==> config.mk <==
export PLATFORM = sky130hd
export DESIGN_NAME = sram_emu_pipelined
export DESIGN_NICKNAME = d
export VERILOG_FILES = /design/src/rtl/sram_emu_pipelined.sv
export SDC_FILE = /design/constraint.sdc
export NUM_CORES = 1
export LEC_CHECK = 0
export ABC_AREA = 1
export CAP_MARGIN = 20
export CORE_MARGIN = 3
export CORE_UTILIZATION = 39
export DETAILED_ROUTE_END_ITERATION = 8
export PLACE_DENSITY = 0.63
export SLEW_MARGIN = 20
export SYNTH_ARGS = -nofsm -noshare
export SYNTH_HDL_FRONTEND = slang
export SYNTH_SLANG_ARGS = --single-unit
==> constraint.sdc <==
create_clock -name clk -period 2.1 [get_ports clk]
set_input_delay 0.42 -clock clk [delete_from_list [all_inputs] [get_ports clk]]
set_output_delay 0.42 -clock clk [all_outputs]
set_load 0.02 [all_outputs]
==> src/rtl/sram_emu_pipelined.sv <==
// Pipelined emulated mixed-signal SRAM with valid/ready requests and power-on clear.
// Optional parity storage enabled by defining SRAM_EMU_PARITY_EN.
`timescale 1ns/1ps
module sram_emu_pipelined #(
  parameter int DATA_WIDTH  = 8,
  parameter int ADDR_WIDTH  = 4,
  parameter int ANA_WIDTH   = 8,
  parameter int FULL_SCALE  = 255,
  parameter int THRESHOLD   = 128,
  parameter int RD_LATENCY  = 2,
  parameter int WRITE_FIRST = 0
) (
  input  logic                                 clk,
  input  logic                                 rst_n,
  input  logic                                 req_valid,
  output logic                                 req_ready,
  input  logic                                 req_we,
  input  logic [ADDR_WIDTH-1:0][ANA_WIDTH-1:0] addr_a,
  input  logic [DATA_WIDTH-1:0][ANA_WIDTH-1:0] din_a,
  input  logic                                 err_inj,
  output logic                                 rsp_valid,
  output logic [DATA_WIDTH-1:0][ANA_WIDTH-1:0] dout_a,
  output logic                                 par_err,
  output logic                                 init_done
);

  localparam int DEPTH = 2**ADDR_WIDTH;
  localparam logic [ANA_WIDTH-1:0] VTH = ANA_WIDTH'(THRESHOLD);
  localparam logic [ANA_WIDTH-1:0] VDD = ANA_WIDTH'(FULL_SCALE);

  typedef enum logic {S_INIT, S_RUN} state_e;

  state_e                 state_q, state_d;
  logic [ADDR_WIDTH-1:0]  cnt_q, cnt_d;

  logic [ADDR_WIDTH-1:0]  addr_bin;
  logic [DATA_WIDTH-1:0]  din_bin;
  logic                   acc;
  logic                   wr_new;

  logic [DATA_WIDTH-1:0]  mem_q [DEPTH];
  logic                   mem_we;
  logic [ADDR_WIDTH-1:0]  mem_wa;
  logic [DATA_WIDTH-1:0]  mem_wd;
  logic [DATA_WIDTH-1:0]  rsp_word;

  logic [RD_LATENCY-1:0]                 vld_q;
  logic [RD_LATENCY-1:0][DATA_WIDTH-1:0] dat_q;

  always_ff @(posedge clk or negedge rst_n) begin
    if (!rst_n) begin
      state_q <= S_INIT;
      cnt_q   <= '0;
    end else begin
      state_q <= state_d;
      cnt_q   <= cnt_d;
    end
  end

  always_comb begin
    state_d = state_q;
    cnt_d   = cnt_q;
    if (state_q == S_INIT) begin
      cnt_d = cnt_q + 1'b1;
      if (&cnt_q) state_d = S_RUN;
    end
  end

  assign req_ready = (state_q == S_RUN);
  assign init_done = (state_q == S_RUN);
  assign acc       = req_valid & req_ready;

  // Emulated comparator: a line at exactly VTH still reads as 0.
  always_comb begin
    addr_bin = '0;
    din_bin  = '0;
    for (int i = 0; i < ADDR_WIDTH; i++)
      addr_bin[i] = addr_a[i] > VTH;
    for (int i = 0; i < DATA_WIDTH; i++)
      din_bin[i] = din_a[i] > VTH;
  end

  always_comb begin
    mem_we = 1'b0;
    mem_wa = addr_bin;
    mem_wd = din_bin;
    if (state_q == S_INIT) begin
      mem_we = 1'b1;
      mem_wa = cnt_q;
      mem_wd = '0;
    end else if (acc && req_we) begin
      mem_we = 1'b1;
    end
  end

  assign wr_new   = req_we && (WRITE_FIRST != 0);
  assign rsp_word = wr_new ? din_bin : mem_q[addr_bin];

  always_ff @(posedge clk) begin
    if (mem_we) mem_q[mem_wa] <= mem_wd;
  end

  // Stages load only behind a valid, so the last stage holds between responses.
  always_ff @(posedge clk or negedge rst_n) begin
    if (!rst_n) begin
      vld_q <= '0;
      dat_q <= '0;
    end else begin
      vld_q[0] <= acc;
      if (acc) dat_q[0] <= rsp_word;
      for (int i = 1; i < RD_LATENCY; i++) begin
        vld_q[i] <= vld_q[i-1];
        if (vld_q[i-1]) dat_q[i] <= dat_q[i-1];
      end
    end
  end

  assign rsp_valid = vld_q[RD_LATENCY-1];

  always_comb begin
    dout_a = '0;
    for (int i = 0; i < DATA_WIDTH; i++)
      dout_a[i] = dat_q[RD_LATENCY-1][i] ? VDD : '0;
  end

`ifdef SRAM_EMU_PARITY_EN
  logic                  par_mem_q [DEPTH];
  logic                  par_wd;
  logic                  rsp_par;
  logic [RD_LATENCY-1:0] par_q;

  assign par_wd  = (state_q == S_INIT) ? 1'b0 : ((^din_bin) ^ err_inj);
  assign rsp_par = wr_new ? par_wd : par_mem_q[addr_bin];

  always_ff @(posedge clk) begin
    if (mem_we) par_mem_q[mem_wa] <= par_wd;
  end

  always_ff @(posedge clk or negedge rst_n) begin
    if (!rst_n) begin
      par_q <= '0;
    end else begin
      if (acc) par_q[0] <= rsp_par;
      for (int i = 1; i < RD_LATENCY; i++)
        if (vld_q[i-1]) par_q[i] <= par_q[i-1];
    end
  end

  assign par_err = rsp_valid &
                   ((^dat_q[RD_LATENCY-1]) ^ par_q[RD_LATENCY-1]);
`else
  logic unused_err_inj;
  assign unused_err_inj = err_inj;
  assign par_err        = 1'b0;
`endif

endmodule
# Word level (Yosys, flattened, before mapping)
# Memory sizes are Yosys's and may differ from the RTL's. A register that Yosys moved wholly into a read port is not among the register bits.
# Cells that the tools add are included.
[classes] bitwise=1 n_mux=16 n_addsub=1 n_lt_le_gt_ge=12 reduce_logical=3
[ops] cell="8-bit > comparator, second input constant" count=12
[ops] cell="8-bit 2-to-1 mux" count=9
[ops] cell="1-bit 2-to-1 mux" count=6
[ops] cell="4-bit by 1-bit adder with 4-bit output, second input constant" count=1
[ops] cell="4-bit 2-to-1 mux" count=1
[ops] cell="4-bit AND reduction" count=1
[ops] cell="1-bit AND" count=1
[ops] cell="1-bit logical AND" count=1
[ops] cell="1-bit logical NOT" count=1
[totals] memories=1 ram_bits=128 register_bits=15
[mem_list] memory="mem_q" depth=16 width=8 rd=1 rd_clocked_by_memory_dff=1 wr=1 line_no="41" text="logic [DATA_WIDTH-1:0] mem_q [DEPTH];"

# Depth between registers and ports, before layout
# Gate-level depths: netlist (run 1).
[logic_depth] word_depth=6 ltp_mapped=13 depth_no_buf=12

# Worst setup path before layout (run 1)
# OpenSTA, ideal clock, no wires.
[synth_path] path_type="input to register" startpoint="input addr_a[20] (netlist name)" endpoint="memory mem_q[8][0], enable pin" required_ps=1730 path_stages=6 path_buffers=0 setup_time_ps=370 setup_slack_ps=-59 arrival_time_ps=1789 path_cell_list="or3_4 o21ai_4 inv_2 a21oi_2 nand3_1 nor2_1"
[synth_between] elab_chain_cells=2
[synth_lines] element="start, declared" line_no="18" text="input logic [ADDR_WIDTH-1:0][ANA_WIDTH-1:0] addr_a,"
[synth_lines] element="8-bit > comparator" line_no="78" text="addr_bin[i] = addr_a[i] > VTH;"
[synth_lines] element="4-bit 2-to-1 mux" line_no="87" text="if (state_q == S_INIT) begin"
[synth_lines] element="end, declared" line_no="41"
# Every way passes these cells.

# Worst setup path in the final report (run 1)
[layout_path] startpoint="input addr_a[20] (netlist name)" endpoint="memory mem_q[7][6], enable pin"
# Same word-level chain as after synthesis.

==> flow_summary.toml, run 1 <==
[grt]
grt_max_degree = 65
grt_first_pass_wirelength_um = 27900
grt_use_total_pct = 18.0
antenna_found_initial = 0
grt_pass1_vias = 5109
grt_overflow = 0

[placed_design]
gp_congestion = 0.876
hpwl_um = 12600
io_buffers = 166
dp.cells = 1091
place_area_mm2 = 0.00913

[floorplan]
die_area_mm2 = 0.0205
start_util_pct = 40.3
die_w_um = 143
core_area_mm2 = 0.0182
io-pin-count = 169
rows = 49
die_h_um = 143

[critical_path]
r2r-start = "init_done$_DFF_PN0_"
crit_path_start = "addr_a[20]"
worstPathArrival_ps = 2230
endpoint_kind = "register"
crit_path_end = "mem_q[7][6]$_DFFE_PP_"
reg2reg_slack_ps = 220
worstPathRequired_ps = 2280
critPathLaunchType = "primary input"
worstRegToRegCells = 5
r2r_end = "mem_q[4][1]$_DFFE_PP_"
path_max_fanout = 8
critPathKind = "in -> reg"

[pwr]
leakagePower_nw = 4.05
p_per_area_mw_per_mm2 = 771
ir_worst_vdd_mv = 0.605
fin_total_pwr_mw = 7.53

[finish]
drive_above_1_share_pct = 12.4
instances_no_fill = 1125
nFillCells = 1587
nNetsFinal = 985
area.growth.synth_to_final_pct = 33.2
antenna_cells = 0
final_util_pct = 53.6
fin_area_mm2 = 0.00977

[timing]
final_max_slew_viol_count = 0
hold_viol = 0
fmax_mhz = 488
clock_skew_ps = 17.6
whs_ps = 339
rsz0062_at_grt = "true"
finalSetupViolCount = 0
layout_min_cycle_time_ps = 2050
timing.final.crit_share_pct = 97.7

[routing]
via_count = 5520
dr.first_iter.drc_count = 574
dr.pass1.iters = 5
routed_wl_um = 18300
antenna_left = 0
viasPerCell = 4.91
post_drt_wl_per_cell_um = 16.3
remaining_drc_errors = 0

[hold_path]
worstHoldPathType = "in -> async"

[clocking]
clk_path_buf_depth = 2
htree_levels = 4
path_clk_slew_ps = 60
cts_tree = "yes"
clk_latency_ps = 430
numClockSinks = 151
cts_made_buffers = 17
cts-root-buf = "clkbuf_16"

[flow_run]
cap_violations = 0

[logic_synthesis]
synth_cell_types = 29
synthesis.nets = 846
yosysSeqAreaShare_pct = 60.3
synth_area_mm2 = 0.00733
synth-seq-cells = 151
ys_warn_count = 0
netlist_instances = 744
syn_avg_cell_area_um2 = 9.86

[run_status]
outcome = "complete, no violations"
cell type report:
class	instances	area, um2	area share, %
inverters	96	360	3.69
clock buffers	17	425	4.36
repair buffers	218	2180	22.3
well taps	229	287	2.93
multi-input cells	399	1970	20.2
clock inverters	15	120	1.23
flip-flops and latches	151	4420	45.3
worst max-delay path: stages:
cell	delay (ps)
clkdlybuf4s50_1	390
or3_4	390
o21ai_4	190
inv_2	70
a21oi_2	160
inv_1	80
nand3_1	150
buf_4	170
nor2_1	40
buf_4	170
state kept, by name, indices dropped and copies added (netlist names):
signal     flops
vld_q          2
init_done      1
mem_q        128
dat_q         16
cnt_q          4
per-stage QoR:
stage	TNS, ps	worst slack [ps]
3_3_place_gp	-46390	-466
4_1_cts	-482	-32.0
5_1_grt	-131	-18.8
2_1_floorplan	-4080	-58.9
6_report	0	48.9
3_5_place_dp	-47230	-482
synth_stat cells (all sizes together):
master,instances,area [um2]
clkbuf,9,33.8
nand3,149,746
nand3b,16,120
o21ai,6,45.0
mux2,8,90.1
nor4,8,50.1
nor3,8,40.0
clkinv,2,7.51
nand2,156,586
or3,1,11.3
xnor2,1,8.76
buf,89,613
xor2,1,8.76
inv,94,353
a21oi,11,58.8
dfrtp,23,576
edfxtp,128,3840
o21a,2,15.0
ha,1,12.5
nor2,30,113
conb,1,3.75
where the power goes:
part           internal, mW  switching, mW
logic                 0.680          0.694
registers              3.31         0.0691
clock network          1.53           1.25
total                  5.52           2.01
cell usage in the layout (no fill, tap or decap), types with 2 or more instances in the layout:
master,Yosys,final
dlygate4sd2_1,0,2
o21ai_0,3,2
nand3b_1,16,16
buf_4,68,40
clkbuf_16,0,18
dfrtp_1,23,22
nand2_1,156,155
nor3_1,8,8
o21a_1,2,2
buf_12,0,9
nor2_1,30,22
inv_2,2,2
buf_6,1,2
mux2_2,8,8
a21oi_2,1,2
inv_6,0,5
edfxtp_1,128,128
o21ai_4,1,3
inv_1,92,92
clkinv_1,2,3
clkdlybuf4s50_1,0,163
nor2_2,0,5
nor2_4,0,3
a21oi_1,10,9
nand3_1,149,148
clkinvlp_4,0,5
clkinv_4,0,4
nor4_1,8,8
what timing repair did:
action / 4_1_cts / 5_1_grt
endpoints found under the setup margin: 18 / 56
hold buffers: 0 / 0
gates cloned: 0 / 1
gates resized for setup: 3 / 16
pin swaps: 0 / 2
setup buffers: 0 / 1
how the worst min path moves through the flow:
stage                    startpoint                     to  slack [ps]
6_report                      rst_n  dat_q[14]$_DFFE_PN0P_         340
5_1_grt                       rst_n   dat_q[8]$_DFFE_PN0P_         360
4_1_cts                       rst_n  dat_q[13]$_DFFE_PN0P_         340
3_5_place_dp   dat_q[3]$_DFFE_PN0N_   dat_q[3]$_DFFE_PN0N_         460
3_3_place_gp   dat_q[3]$_DFFE_PN0N_   dat_q[3]$_DFFE_PN0N_         470
2_1_floorplan                 rst_n   cnt_q[0]$_DFFE_PN0N_         120
cells by family (layout without fill, tap and decap cells):
logic type / after synthesis / in the layout / synth area share [%]
buffers and inverters: 194 / 346 / 13.7
xor gates and xnor gates: 2 / 2 / 0.239
muxes: 8 / 8 / 1.23
and+or+nand+nor: 368 / 368 / 22.7
AOI/OAI and AO/OA: 19 / 19 / 1.62
DFF: 151 / 151 / 60.3
other: 1 / 1 / 0.0511
adders and majority gates: 1 / 1 / 0.171
routing by layer:
layer / vias up / global-route usage (%) / part of all wire [%]
met2: 258 / 27.7 / 47
li1: 2689 / - / -
met1: 2543 / 24.6 / 43
met5: - / 0 / 0
met3: 30 / 4.72 / 8.5
met4: 0 / 6.45 / 2.1
(Power assumes the default switching activity.)
==> run 2, diff against run 1 <==
CTS_CLUSTER_SIZE = 28   (was unset)
==> results of run 2 <==
Final layout, timing and power as in run 1 (identical DEF).
==> run 3, diff against run 2 <==
CTS_CLUSTER_SIZE = 40   (was 28)
clock period = 2.4 ns   (was 2.1 ns; I/O delays follow)
==> run 3 against run 2 <==
Global-route usage fell by 0.78 points; die area did not move; non-clock buffer count fell by 7; cell count fell by 0.62%; sequential power fell by 12%; wire length fell by 6.3%; critical endpoint is now req_ready; highest routed layer unchanged; largest cell class unchanged; first-iteration DRC count fell by 29%; cell area fell by 1.5%; critical path type is now reg -> out; via count fell by 3.3%; power fell by 12%; hold slack improved by 74 ps.
==> flow_summary.toml, run 3 (synthesized netlist as in run 1, its figures left out) <==
[clocking]
cts_hold_buf = 0
htree_levels = 4
clk_latency_ps = 420
cts_made_buffers = 17
path_clk_slew_ps = 60
cts_tree = "yes"
cts-root-buf = "clkbuf_16"
numClockSinks = 151
clk_path_buf_depth = 2

[placed_design]
pre_cts_slack_ps = -323
hpwl_um = 11600
gp_congestion = 0.856
dp.cells = 1086
io_buffers = 166

[floorplan]
core_area_mm2 = 0.0182
die_area_mm2 = 0.0205
die_h_um = 143
rows = 49
io-pin-count = 169
start_util_pct = 40.3
die_w_um = 143

[pwr]
leakagePower_nw = 4.03
ir_worst_vdd_mv = 0.506
p_per_area_mw_per_mm2 = 691
fin_total_pwr_mw = 6.66

[finish]
layout_common_cells = "165 x clkdlybuf4s50_1, 155 x nand2_1, 149 x nand3_1, 128 x edfxtp_1, 92 x inv_1"
top_register = "mem_q"
instances_no_fill = 1118
largest_reg_flops = 128
layout_commonest_cell = "clkdlybuf4s50_1"
drive_above_1_share_pct = 10.5
antenna_cells = 0
nNetsFinal = 978
area.growth.synth_to_final_pct = 31.2
final_util_pct = 52.9
reg_top3 = "mem_q (128), dat_q (16), cnt_q (4)"

[run_status]
outcome = "complete, no violations"

[critical_path]
critPathKind = "reg -> out"
path_max_fanout = 12
critPathTopFamily = "buffers and inverters"
path_buf_inv = 2
endpoint_kind = "output port"
crit_cells = 2
cp_slowest_cell = "clkdlybuf4s50_1"
critPathLaunchType = "register"
worstPathRequired_ps = 1920
worstRegToRegCells = 5
critPathMaxStageDelay_ps = 630
worstPathArrival_ps = 1780
path_cells = "buf_4 > clkdlybuf4s50_1"

[timing]
tightest_slew_ps = 762
layout_min_cycle_time_ps = 2260
fmax_mhz = 442
finalSetupViolCount = 0
slew_headroom_pct = 49.0
rsz0062_at_grt = "false"
setup_slack_ps = 137
timing.final.crit_share_pct = 94.3
hold_viol = 0
clock_skew_ps = 5.87
final_max_slew_viol_count = 0

[routing]
dr.pass1.iters = 5
antenna_left = 0
viasPerCell = 4.77
routed_wl_um = 17200
post_drt_wl_per_cell_um = 15.4
via_count = 5336
remaining_drc_errors = 0
dr.first_iter.drc_count = 405

[grt]
grt_use_total_pct = 17.2
grt_first_pass_wirelength_um = 26700
grt_pass1_vias = 5152
antenna_found_initial = 0
grt_max_degree = 65
grt_overflow = 0

[hold_path]
worstHoldPathType = "in -> async"

[flow_run]
cap_violations = 0
[run 3: cell types whose count changed in the layout (fill, tap and decap cells not counted), sizes merged]
cell,change
dlygate4sd2,-2
clkdlybuf4s50,+2
clkinvlp,-5
buf,-6
clkbuf,+8
inv,-4
[run 3: repair_timing]
item,in CTS,in global routing
setup endpoints to repair,2,8
resized for setup,1,1
setup buffers,0,0
[run 3: final timing paths]
path                                          to            startpoint  slack, ps
setup / recovery                       req_ready   init_done$_DFF_PN0_        140
hold / removal             dat_q[13]$_DFFE_PN0P_                 rst_n        410
setup reg to reg           mem_q[5][4]$_DFFE_PP_   init_done$_DFF_PN0_        450
hold reg to reg             dat_q[4]$_DFFE_PN0N_  dat_q[4]$_DFFE_PN0N_        480
max in group asynchronous    init_done$_DFF_PN0_                 rst_n       1730
min in group clk            dat_q[4]$_DFFE_PN0N_  dat_q[4]$_DFFE_PN0N_        480
[run 3: power by group]
part	internal (mW)	total, mW	switching, mW	leakage (nW)
Sequential	2.90	2.96	0.0601	1.44
Clock	1.55	2.52	0.973	0.291
Combinational	0.582	1.17	0.589	2.30
[run 3: metrics by stage]
stage / hold WS [ps] / area [um2] / setup TNS, ps
after floorplan: 184 / 7330 / 0
after CTS: 408 / 9620 / 0
after detailed placement: 467 / 9040 / -7260
after global routing: 424 / 9630 / 0
after global placement: 463 / 9040 / -5520
final: 413 / 9630 / 0
[run 3: metal layers]
metal	vias to the layer above	wire length, um	track usage, %	part of all wire [%]
met4	0	294	6.05	1.7
met2	144	8630	29.0	50
met3	22	905	4.09	5.3
met5	-	0	0	0
li1	2671	-	-	-
met1	2499	7360	21.7	43
[run 3: cell type report]
type                    count  area [um2]
clock inverters             6        35.0
inverters                  96         360
multi-input cells         399        1920
repair buffers            211        2060
fillers                  1638        8580
well taps                 229         287
clock buffers              26         542
flip-flops and latches    151        4420
